$ cat src/rtl/counter_sweep_ctrl_if.sv
// Bundle between the sweep controller and its environment:
// run control, limits, counter feedback/drive and status.
interface counter_sweep_ctrl_if #(
  parameter int W  = 8,
  parameter int SW = 4
);
  logic          start;
  logic          abort;
  logic          hold;
  logic [W-1:0]  lo_lim;
  logic [W-1:0]  hi_lim;
  logic [SW-1:0] sweeps;
  logic [W-1:0]  q_in;
  logic          cnt_en;
  logic          cnt_up;
  logic          busy;
  logic          done;
  logic          err;
  logic [SW-1:0] sweep_cnt;

  modport master (
    output start, abort, hold,
    output lo_lim, hi_lim, sweeps, q_in,
    input  cnt_en, cnt_up, busy,
    input  done, err, sweep_cnt
  );

  modport slave (
    input  start, abort, hold,
    input  lo_lim, hi_lim, sweeps, q_in,
    output cnt_en, cnt_up, busy,
    output done, err, sweep_cnt
  );
endinterface

$ cat src/rtl/counter_sweep_ctrl.sv
// Sequences a free-running up/down counter through
// triangular sweeps between latched low/high limits.
module counter_sweep_ctrl #(
  parameter int W  = 8,
  parameter int SW = 4
) (
  input  logic                 clock,
  input  logic                 reset,
  counter_sweep_ctrl_if.slave  bus
);
  typedef enum logic [2:0] {
    IDLE, SEEK, UP, DOWN, DONE
  } state_t;

  state_t        r_state;
  state_t        w_next;
  logic [W-1:0]  r_lo;
  logic [W-1:0]  r_hi;
  logic [SW-1:0] r_sweeps;
  logic [SW-1:0] r_sweep_cnt;
  logic          r_done;
  logic          r_err;

  logic          w_at_lo;
  logic          w_at_hi;
  logic          w_bad;
  logic          w_accept;
  logic          w_reject;
  logic          w_inc;
  logic          w_en;
  logic          w_up;
  logic [SW-1:0] w_cnt_inc;

  assign w_at_lo   = (bus.q_in == r_lo);
  assign w_at_hi   = (bus.q_in == r_hi);
  assign w_bad     = (bus.lo_lim >= bus.hi_lim);
  assign w_accept  = (r_state == IDLE) & bus.start & ~w_bad;
  assign w_reject  = (r_state == IDLE) & bus.start & w_bad;
  assign w_cnt_inc = r_sweep_cnt + SW'(1);

  // Next state and counter drive; abort beats hold and limit hits
  always_comb begin
    w_next = r_state;
    w_en   = 1'b0;
    w_up   = 1'b1;
    w_inc  = 1'b0;
    unique case (r_state)
      IDLE: begin
        if (w_accept) w_next = SEEK;
      end
      SEEK: begin
        w_up = (bus.q_in < r_lo);
        if (bus.abort) begin
          w_next = IDLE;
        end else if (!bus.hold) begin
          w_en = ~w_at_lo;
          if (w_at_lo) w_next = UP;
        end
      end
      UP: begin
        if (bus.abort) begin
          w_next = IDLE;
        end else if (!bus.hold) begin
          w_en = ~w_at_hi;
          if (w_at_hi) w_next = DOWN;
        end
      end
      DOWN: begin
        w_up = 1'b0;
        if (bus.abort) begin
          w_next = IDLE;
        end else if (!bus.hold) begin
          w_en = ~w_at_lo;
          if (w_at_lo) begin
            w_inc = 1'b1;
            if (r_sweeps != '0 && w_cnt_inc == r_sweeps)
              w_next = DONE;
            else
              w_next = UP;
          end
        end
      end
      DONE: begin
        w_next = IDLE;
      end
      default: begin
        w_next = IDLE;
      end
    endcase
  end

  // State, latched run parameters, sweep count and status pulses
  always_ff @(posedge clock or posedge reset) begin
    if (reset) begin
      r_state     <= IDLE;
      r_lo        <= '0;
      r_hi        <= '0;
      r_sweeps    <= '0;
      r_sweep_cnt <= '0;
      r_done      <= 1'b0;
      r_err       <= 1'b0;
    end else begin
      r_state <= w_next;
      r_done  <= (w_next == DONE);
      r_err   <= w_reject;
      if (w_accept) begin
        r_lo        <= bus.lo_lim;
        r_hi        <= bus.hi_lim;
        r_sweeps    <= bus.sweeps;
        r_sweep_cnt <= '0;
      end else if (w_inc) begin
        r_sweep_cnt <= w_cnt_inc;
      end
    end
  end

  assign bus.cnt_en    = w_en;
  assign bus.cnt_up    = w_up;
  assign bus.busy      = (r_state == SEEK) |
                         (r_state == UP) |
                         (r_state == DOWN);
  assign bus.done      = r_done;
  assign bus.err       = r_err;
  assign bus.sweep_cnt = r_sweep_cnt;
endmodule

$ cat src/flat_wrapper.sv
// flat-port wrapper written by rule: the top's interface ports become plain ports
module counter_sweep_ctrl_flat 
#(
  parameter int W  = 8,
  parameter int SW = 4
)
  (clock, reset, bus_start, bus_abort, bus_hold, bus_lo_lim, bus_hi_lim, bus_sweeps, bus_q_in, bus_cnt_en, bus_cnt_up, bus_busy, bus_done, bus_err, bus_sweep_cnt);
  counter_sweep_ctrl_if #(.W(W), .SW(SW)) bus_i ();
  input  logic clock;
  input  logic reset;
  input wire logic [$bits(bus_i.start)-1:0] bus_start;
  input wire logic [$bits(bus_i.abort)-1:0] bus_abort;
  input wire logic [$bits(bus_i.hold)-1:0] bus_hold;
  input wire logic [$bits(bus_i.lo_lim)-1:0] bus_lo_lim;
  input wire logic [$bits(bus_i.hi_lim)-1:0] bus_hi_lim;
  input wire logic [$bits(bus_i.sweeps)-1:0] bus_sweeps;
  input wire logic [$bits(bus_i.q_in)-1:0] bus_q_in;
  output wire logic [$bits(bus_i.cnt_en)-1:0] bus_cnt_en;
  output wire logic [$bits(bus_i.cnt_up)-1:0] bus_cnt_up;
  output wire logic [$bits(bus_i.busy)-1:0] bus_busy;
  output wire logic [$bits(bus_i.done)-1:0] bus_done;
  output wire logic [$bits(bus_i.err)-1:0] bus_err;
  output wire logic [$bits(bus_i.sweep_cnt)-1:0] bus_sweep_cnt;
  assign bus_i.start = bus_start;
  assign bus_i.abort = bus_abort;
  assign bus_i.hold = bus_hold;
  assign bus_i.lo_lim = bus_lo_lim;
  assign bus_i.hi_lim = bus_hi_lim;
  assign bus_i.sweeps = bus_sweeps;
  assign bus_i.q_in = bus_q_in;
  assign bus_cnt_en = bus_i.cnt_en;
  assign bus_cnt_up = bus_i.cnt_up;
  assign bus_busy = bus_i.busy;
  assign bus_done = bus_i.done;
  assign bus_err = bus_i.err;
  assign bus_sweep_cnt = bus_i.sweep_cnt;
  counter_sweep_ctrl #(.W(W), .SW(SW)) u_core (.clock(clock), .reset(reset), .bus(bus_i));
endmodule
$ cat config.mk
export PLATFORM = sky130hd
export DESIGN_NAME = counter_sweep_ctrl_flat
export DESIGN_NICKNAME = d
export VERILOG_FILES = /design/src/rtl/counter_sweep_ctrl_if.sv /design/src/rtl/counter_sweep_ctrl.sv /design/src/flat_wrapper.sv
export SDC_FILE = /design/constraint.sdc
export NUM_CORES = 1
export LEC_CHECK = 0
export CELL_PAD_IN_SITES_DETAIL_PLACEMENT = 2
export CELL_PAD_IN_SITES_GLOBAL_PLACEMENT = 2
export CORE_MARGIN = 1.5
export CORE_UTILIZATION = 32
export DETAILED_ROUTE_END_ITERATION = 10
export GPL_TIMING_DRIVEN = 0
export PLACE_DENSITY_LB_ADDON = 0.1
export SYNTH_ARGS = -nofsm -noshare
export SYNTH_HDL_FRONTEND = slang
export SYNTH_SLANG_ARGS = --single-unit
$ cat constraint.sdc
create_clock -name clock -period 2.65 [get_ports clock]
set_input_delay 0.6625 -clock clock [delete_from_list [all_inputs] [get_ports clock]]
set_output_delay 0.6625 -clock clock [all_outputs]
set_load 0.02 [all_outputs]
==> results of run 1 <==
## critical path, cell delays in order
cell	delay, ns
sky130_fd_sc_hd__dlygate4sd2_1	0.26
sky130_fd_sc_hd__inv_2	0.08
sky130_fd_sc_hd__ha_4	0.20
sky130_fd_sc_hd__and4_4	0.19
sky130_fd_sc_hd__a221o_1	0.34
sky130_fd_sc_hd__nor4_4	0.29
sky130_fd_sc_hd__buf_4	0.18
sky130_fd_sc_hd__buf_8	0.13
sky130_fd_sc_hd__buf_6	0.11
sky130_fd_sc_hd__mux2_2	0.33
## registers in the layout, summed over array words and instances, names as in the netlist
register              cells
u_core.r_state            3
u_core.bus.sweep_cnt      4
u_core.bus.done           1
u_core.bus.err            1
u_core.r_hi               8
u_core.r_lo               8
u_core.r_sweeps           4
## metrics by stage
step	TNS, ns	cell area [sq um]	std cells	setup WS [ns]	hold slack, ns
global route	-0.000295	2770	297	-0.000295	0.526
floorplan	0	1820	163	0.0587	0.458
finish	0	2770	297	0.0482	0.517
global placement	-16.38	2320	276	-0.918	0.477
CTS	-0.00555	2690	294	-0.00555	0.510
detailed placement	-18.32	2320	276	-0.957	0.495
## timing repair
action,in CTS,in global routing
cloned,1,0
pin swaps,18,8
resized for setup,82,19
hold buffers,0,0
setup buffers,9,4
setup endpoints to repair,27,22
## synth_stat cells (all sizes together), types with 3 or more instances
master	instances	area, sq um
xnor2	5	43.8
xor2	11	96.3
nand2	6	22.5
and4	6	55.1
nand3b	3	22.5
dfrtp	29	726
nand3	5	25.0
inv	20	75.1
ha	17	213
a21oi	5	25.0
nor2	9	33.8
mux2	20	263
nor4	3	33.8
## layer usage
| layer | up-vias | global-route usage |
|---|---|---|
| met1 | 737 | 0.223 |
| met5 | - | 0 |
| met4 | 0 | 0.0750 |
| met2 | 30 | 0.400 |
| li1 | 691 | - |
| met3 | 4 | 0.0384 |
## placed cells by master, fill, tap and decap left out, types with 3 or more instances in the layout
cell type	netlist	layout
sky130_fd_sc_hd__clkdlybuf4s50_1	0	21
sky130_fd_sc_hd__inv_1	20	16
sky130_fd_sc_hd__buf_6	2	3
sky130_fd_sc_hd__nand3_1	5	3
sky130_fd_sc_hd__and4_1	5	4
sky130_fd_sc_hd__nand3b_1	3	3
sky130_fd_sc_hd__dlygate4sd2_1	0	6
sky130_fd_sc_hd__nand2_1	6	5
sky130_fd_sc_hd__dfrtp_1	29	29
sky130_fd_sc_hd__clkbuf_8	0	5
sky130_fd_sc_hd__buf_2	0	8
sky130_fd_sc_hd__mux2_1	6	6
sky130_fd_sc_hd__mux2_2	4	4
sky130_fd_sc_hd__inv_2	0	4
sky130_fd_sc_hd__ha_4	0	12
sky130_fd_sc_hd__xnor2_1	5	5
sky130_fd_sc_hd__nor2_1	9	9
sky130_fd_sc_hd__buf_4	0	10
sky130_fd_sc_hd__ha_1	17	5
sky130_fd_sc_hd__xor2_1	11	9
sky130_fd_sc_hd__mux2_4	10	10
## report_power, final
group	internal (mW)	switching (mW)	leakage [nW]
registers	0.551	0.0865	0.359
logic	0.402	0.328	0.828
clock network	0.182	0.180	0.0450
total	1.13	0.595	1.23
## final cells by class
| cell class | count | area (sq um) |
|---|---|---|
| fill | 554 | 2740 |
| multi-input combinational | 111 | 1250 |
| sequential | 29 | 726 |
| timing repair buffer | 55 | 519 |
| tap | 72 | 90.1 |
| inverter | 20 | 75.1 |
| clock buffer | 6 | 72.6 |
| buffer | 2 | 23.8 |
| clock inverter | 2 | 10.0 |
## path summary, 6_finish.rpt
| path | end | start | slack, ns | depth (start not counted) |
|---|---|---|---|---|
| worst min-delay path | u_core.r_sweeps[3] | u_core.r_sweeps[3] | 0.52 | 1 |
| worst max register to register | u_core.r_lo[3] | u_core.r_state[0] | 0.52 | 8 |
| worst min register to register | u_core.r_sweeps[3] | u_core.r_sweeps[3] | 0.52 | 1 |
| max in group asynchronous | u_core.r_lo[6] | reset | 0.97 | 2 |
| min in group asynchronous | u_core.r_hi[0] | reset | 0.98 | 2 |
| worst max-delay path | u_core.r_lo[3] | bus_hi_lim[6] | 0.05 | 10 |
## cells by family (layout without fill, tap and decap cells)
family          after synthesis  after routing  synth area share
fa+ha+maj                    17             17             0.117
mux                          21             21             0.150
buf+inv                      23             85            0.0558
compound gates               15             15            0.0572
simple gates                 42             42             0.143
xor+xnor                     16             16            0.0772
flops                        29             29             0.400
==> results.sh, run 1 <==
export IMPL_row_count=27
export IMPL_starting_density_of_the_core=0.330
export IMPL_synthFlopType="sky130_fd_sc_hd__dfrtp_1"
export IMPL_highest_layer="met4"
export IMPL_finalMaxSlewViolations=0
export IMPL_max_freq_mhz=384
export IMPL_total_power_mw=1.73
export IMPL_layout_drive_gt1_share=0.356
export IMPL_count_of_clock_tree_sinks=29
export IMPL_synth_seq_cells=29
export IMPL_syn2layout_area_growth_pct=52.4
export IMPL_drc=0
export IMPL_max_slew_margin_rel=0.229
export IMPL_floorplan_io_pins=42
export IMPL_p_leak_nw=1.23
export IMPL_clock_root_buffer="sky130_fd_sc_hd__clkbuf_8"
export IMPL_h_tree_depth=2
export IMPL_status="finished, final reports clean"
export IMPL_first_pass_iters=4
export IMPL_postSynthAreaPerCell_sq_um=11.1
export IMPL_worstSkewPairLatency_ns=0.29
export IMPL_die_height_microns=78.3
export IMPL_io_buffer_count=41
export IMPL_hold_path_class="reg -> reg"
export IMPL_finalNetCount=274
export IMPL_async_reset_ff_frac=1.00
export IMPL_gpl_final_weighted_congestion=0.755
export IMPL_max_vdd_ir_drop_uv=258
export IMPL_drtAntennaViolNets=0
export IMPL_overflow=0
export IMPL_worst_setup_hold_path_clk_slew_ns=0.07
export IMPL_synthesis_area_sq_um=1820
export IMPL_post_route_util=0.503
export IMPL_numCtsBuffers=5
export IMPL_die_w_microns=78.3
export IMPL_setup_violations=0
export IMPL_groute_usage_overall=0.207
export IMPL_wire_length_of_the_first_global_routing_pass_mm=9.31
export IMPL_first_global_vias=1741
export IMPL_finalCriticalPeriod_ns=2.60
export IMPL_tritoncts_clock_tree="built"
export IMPL_critPathMaxFanout=4
export IMPL_die_area_sq_um=6130
export IMPL_routed_wirelength_mm=5.75
export IMPL_crit_type="in -> reg"
export IMPL_antenna_found_initial=0
export IMPL_timing_max_cap_violations=0
export IMPL_met2WireLength_mm=3.28
export IMPL_crit_required_ns=2.82
export IMPL_vias_per_cell=4.92
export IMPL_synthesis_nets=213
export IMPL_start_kind="input port"
export IMPL_post_synth_num_cell_types=36
export IMPL_cp_end_kind="flip-flop"
export IMPL_synth_yosys_warnings=0
export IMPL_synth_sequential_area_ratio=0.400
export IMPL_insertedDiodeCount=0
export IMPL_fin_skew_ns=0.00396
export IMPL_crit_arrival_ns=2.77
export IMPL_actual_slew_at_the_worst_max_slew_pin_ns=1.15
export IMPL_routedWlPerCell_microns=19.4
export IMPL_hold_viol=0
export IMPL_via_count=1462
export IMPL_powerDensity_nw_per_um2=625
export IMPL_post_synth_edffs=0
export IMPL_wl_met3_microns=156
export IMPL_floorplan_core_area_sq_um=5510
export IMPL_drt_first_iter_violations=22
export IMPL_grt_start_max_net_pins=30
export IMPL_dpl_hpwl_mm=3.93
export IMPL_post_synth_inst_count=163
export IMPL_wirelength_met1_mm=2.24
export IMPL_timing_final_crit_share=0.982
export IMPL_cts_max_path_buffers=2
No activity file was read; power rests on OpenSTA's default activity.
==> run 2, diff against run 1 <==
--- a/config.mk
+++ b/config.mk
@@ -7,7 +7,6 @@
 export LEC_CHECK = 0
 export CELL_PAD_IN_SITES_DETAIL_PLACEMENT = 2
 export CELL_PAD_IN_SITES_GLOBAL_PLACEMENT = 2
-export CORE_MARGIN = 1.5
 export CORE_UTILIZATION = 32
 export DETAILED_ROUTE_END_ITERATION = 10
 export GPL_TIMING_DRIVEN = 0
==> results.sh, run 2 (synthesized netlist as in run 1, its figures left out) <==
export IMPL_die_w_microns=77.3
export IMPL_setup_violations=0
export IMPL_vias_per_cell=4.96
export IMPL_crit_arrival_ns=1.97
export IMPL_crit_type="in -> out"
export IMPL_overflow=0
export IMPL_power_internal_mw=1.15
export IMPL_met2WireLength_mm=3.10
export IMPL_crit_chain="buf_2 > xor2_1 > nor4_1 > nand2_1 > nand3b_1 > a2111oi_4 > buf_4"
export IMPL_groute_usage_overall=0.211
export IMPL_timing_critical_path_max_delay_family="simple AND/OR/NAND/NOR gates"
export IMPL_sw_frac_of_total=0.329
export IMPL_cpPeakStageDelay_ns=0.43
export IMPL_tritoncts_clock_tree="built"
export IMPL_mostFrequentLayoutCell="sky130_fd_sc_hd__dfrtp_1"
export IMPL_drt_first_iter_violations=41
export IMPL_hold_path_class="reg -> reg"
export IMPL_wirelength_met1_mm=2.29
export IMPL_timing_max_cap_violations=0
export IMPL_layout_drive_gt1_share=0.329
export IMPL_antenna_found_initial=0
export IMPL_actual_slew_at_the_worst_max_slew_pin_ns=1.17
export IMPL_routed_wirelength_mm=5.67
export IMPL_start_kind="input port"
export IMPL_floorplan_core_area_sq_um=5470
export IMPL_power_frac_comb=0.411
export IMPL_h_tree_depth=2
export IMPL_net_switching_power_mw=0.564
export IMPL_cp_end_kind="output pin"
export IMPL_first_pass_iters=4
export IMPL_cts_max_path_buffers=2
export IMPL_worstSkewPairLatency_ns=0.28
export IMPL_clock_root_buffer="sky130_fd_sc_hd__clkbuf_8"
export IMPL_hold_ws_ns=0.530
export IMPL_seqPwrFrac=0.373
export IMPL_row_count=27
export IMPL_largestRegisters="u_core.r_hi x8, u_core.r_lo x8"
export IMPL_fin_skew_ns=0.00453
export IMPL_max_freq_mhz=380
export IMPL_highest_layer="met4"
export IMPL_status="finished, final reports clean"
export IMPL_via_count=1443
export IMPL_count_of_clock_tree_sinks=29
export IMPL_max_slew_margin_rel=0.217
export IMPL_gpl_final_weighted_congestion=0.722
export IMPL_insertedDiodeCount=0
export IMPL_finalCriticalPeriod_ns=2.63
export IMPL_timing_critical_path_slowest_stage_cell="sky130_fd_sc_hd__nor4_1"
export IMPL_num_fill_cells=566
export IMPL_finalNetCount=269
export IMPL_die_height_microns=77.3
export IMPL_hold_viol=0
export IMPL_starting_density_of_the_core=0.332
export IMPL_clockPowerShare=0.215
export IMPL_wire_length_of_the_first_global_routing_pass_mm=9.38
export IMPL_drtAntennaViolNets=0
export IMPL_finalMaxSlewViolations=0
export IMPL_most_common_layout_cells="sky130_fd_sc_hd__dfrtp_1, sky130_fd_sc_hd__clkdlybuf4s50_1, sky130_fd_sc_hd__mux2_4, sky130_fd_sc_hd__inv_1, sky130_fd_sc_hd__xor2_1"
export IMPL_max_vdd_ir_drop_uv=310
export IMPL_wl_met3_microns=169
export IMPL_critPathMaxFanout=2
export IMPL_drc=0
export IMPL_grt_start_max_net_pins=30
export IMPL_worst_setup_hold_path_clk_slew_ns=0.06
export IMPL_numCtsBuffers=5
export IMPL_die_area_sq_um=5980
export IMPL_timing_final_crit_share=0.994
export IMPL_total_power_mw=1.72
export IMPL_powerDensity_nw_per_um2=649
export IMPL_floorplan_io_pins=42
export IMPL_crit_required_ns=1.99
export IMPL_cts_hold_buffers=0
export IMPL_syn2layout_area_growth_pct=45.7
export IMPL_p_leak_nw=1.19
export IMPL_first_global_vias=1731
export IMPL_crit_buf_inv=2
export IMPL_dpl_hpwl_mm=3.92
export IMPL_io_buffer_count=41
export IMPL_routedWlPerCell_microns=19.5
export IMPL_ff2ff_setup_slack_ns=0.63
[run 2: worst register-to-register path, cell delays in order, from the launching register on]
cell and delay [ns]:
sky130_fd_sc_hd__dfrtp_1 0.35, sky130_fd_sc_hd__clkbuf_1 0.21, sky130_fd_sc_hd__nor2_1 0.19, sky130_fd_sc_hd__nand3b_1 0.21, sky130_fd_sc_hd__nor4_4 0.31, sky130_fd_sc_hd__buf_6 0.17, sky130_fd_sc_hd__buf_6 0.16, sky130_fd_sc_hd__mux2_4 0.31
[run 2: final cells by class]
class | count | area [sq um] | share of cell area
Buffer | 3 | 38.8 | 0.0147
Tap cell | 72 | 90.1 | 0.0341
Inverter | 20 | 75.1 | 0.0284
Timing Repair Buffer | 49 | 434 | 0.164
Multi-Input combinational cell | 111 | 1190 | 0.452
Sequential cell | 29 | 726 | 0.274
Clock buffer | 7 | 86.3 | 0.0326
[run 2: repair_timing]
action,CTS,global route
setup buffers,7,0
pin swaps,16,5
setup endpoints to repair,27,23
gates cloned,1,0
gates resized for setup,84,6
[run 2: per-stage QoR]
stage	utilization	std cells	area, sq um	worst slack (ns)	TNS (ns)
floorplan	-	163	1820	0.0587	0
detailed placement	0.424	276	2320	-0.954	-18.71
CTS	0.478	291	2610	0.0134	0
global placement	0.424	276	2320	-0.916	-17.30
global route	0.483	291	2650	-0.0714	-0.0714
finish	0.483	291	2650	0.0155	0
[run 2: power groups by stage]
| stage | combinational [mW] | clock, mW | sequential, mW |
|---|---|---|---|
| after floorplan | 0.358 | 0 | 0.611 |
| after global placement | 0.495 | 0 | 0.630 |
| after detailed placement | 0.523 | 0 | 0.641 |
| after CTS | 0.672 | 0.380 | 0.636 |
| after global routing | 0.775 | 0.397 | 0.652 |
| final | 0.706 | 0.369 | 0.641 |
[run 2: path summary, 6_finish.rpt]
check | start | cells past startpoint | end
setup / recovery | bus_q_in[7] | 7 | bus_cnt_en
hold / removal | u_core.r_lo[6] | 1 | u_core.r_lo[6]
setup reg to reg | u_core.r_state[0] | 7 | u_core.r_hi[6]
hold reg to reg | u_core.r_lo[6] | 1 | u_core.r_lo[6]
max in group asynchronous | reset | 2 | u_core.bus.done
min in group asynchronous | reset | 2 | u_core.r_lo[7]
[run 2: routing by layer]
metal | GRT usage | up-vias
met3 | 0.0488 | 7
met4 | 0.0660 | 0
met1 | 0.239 | 726
li1 | - | 678
met5 | 0 | -
met2 | 0.388 | 32
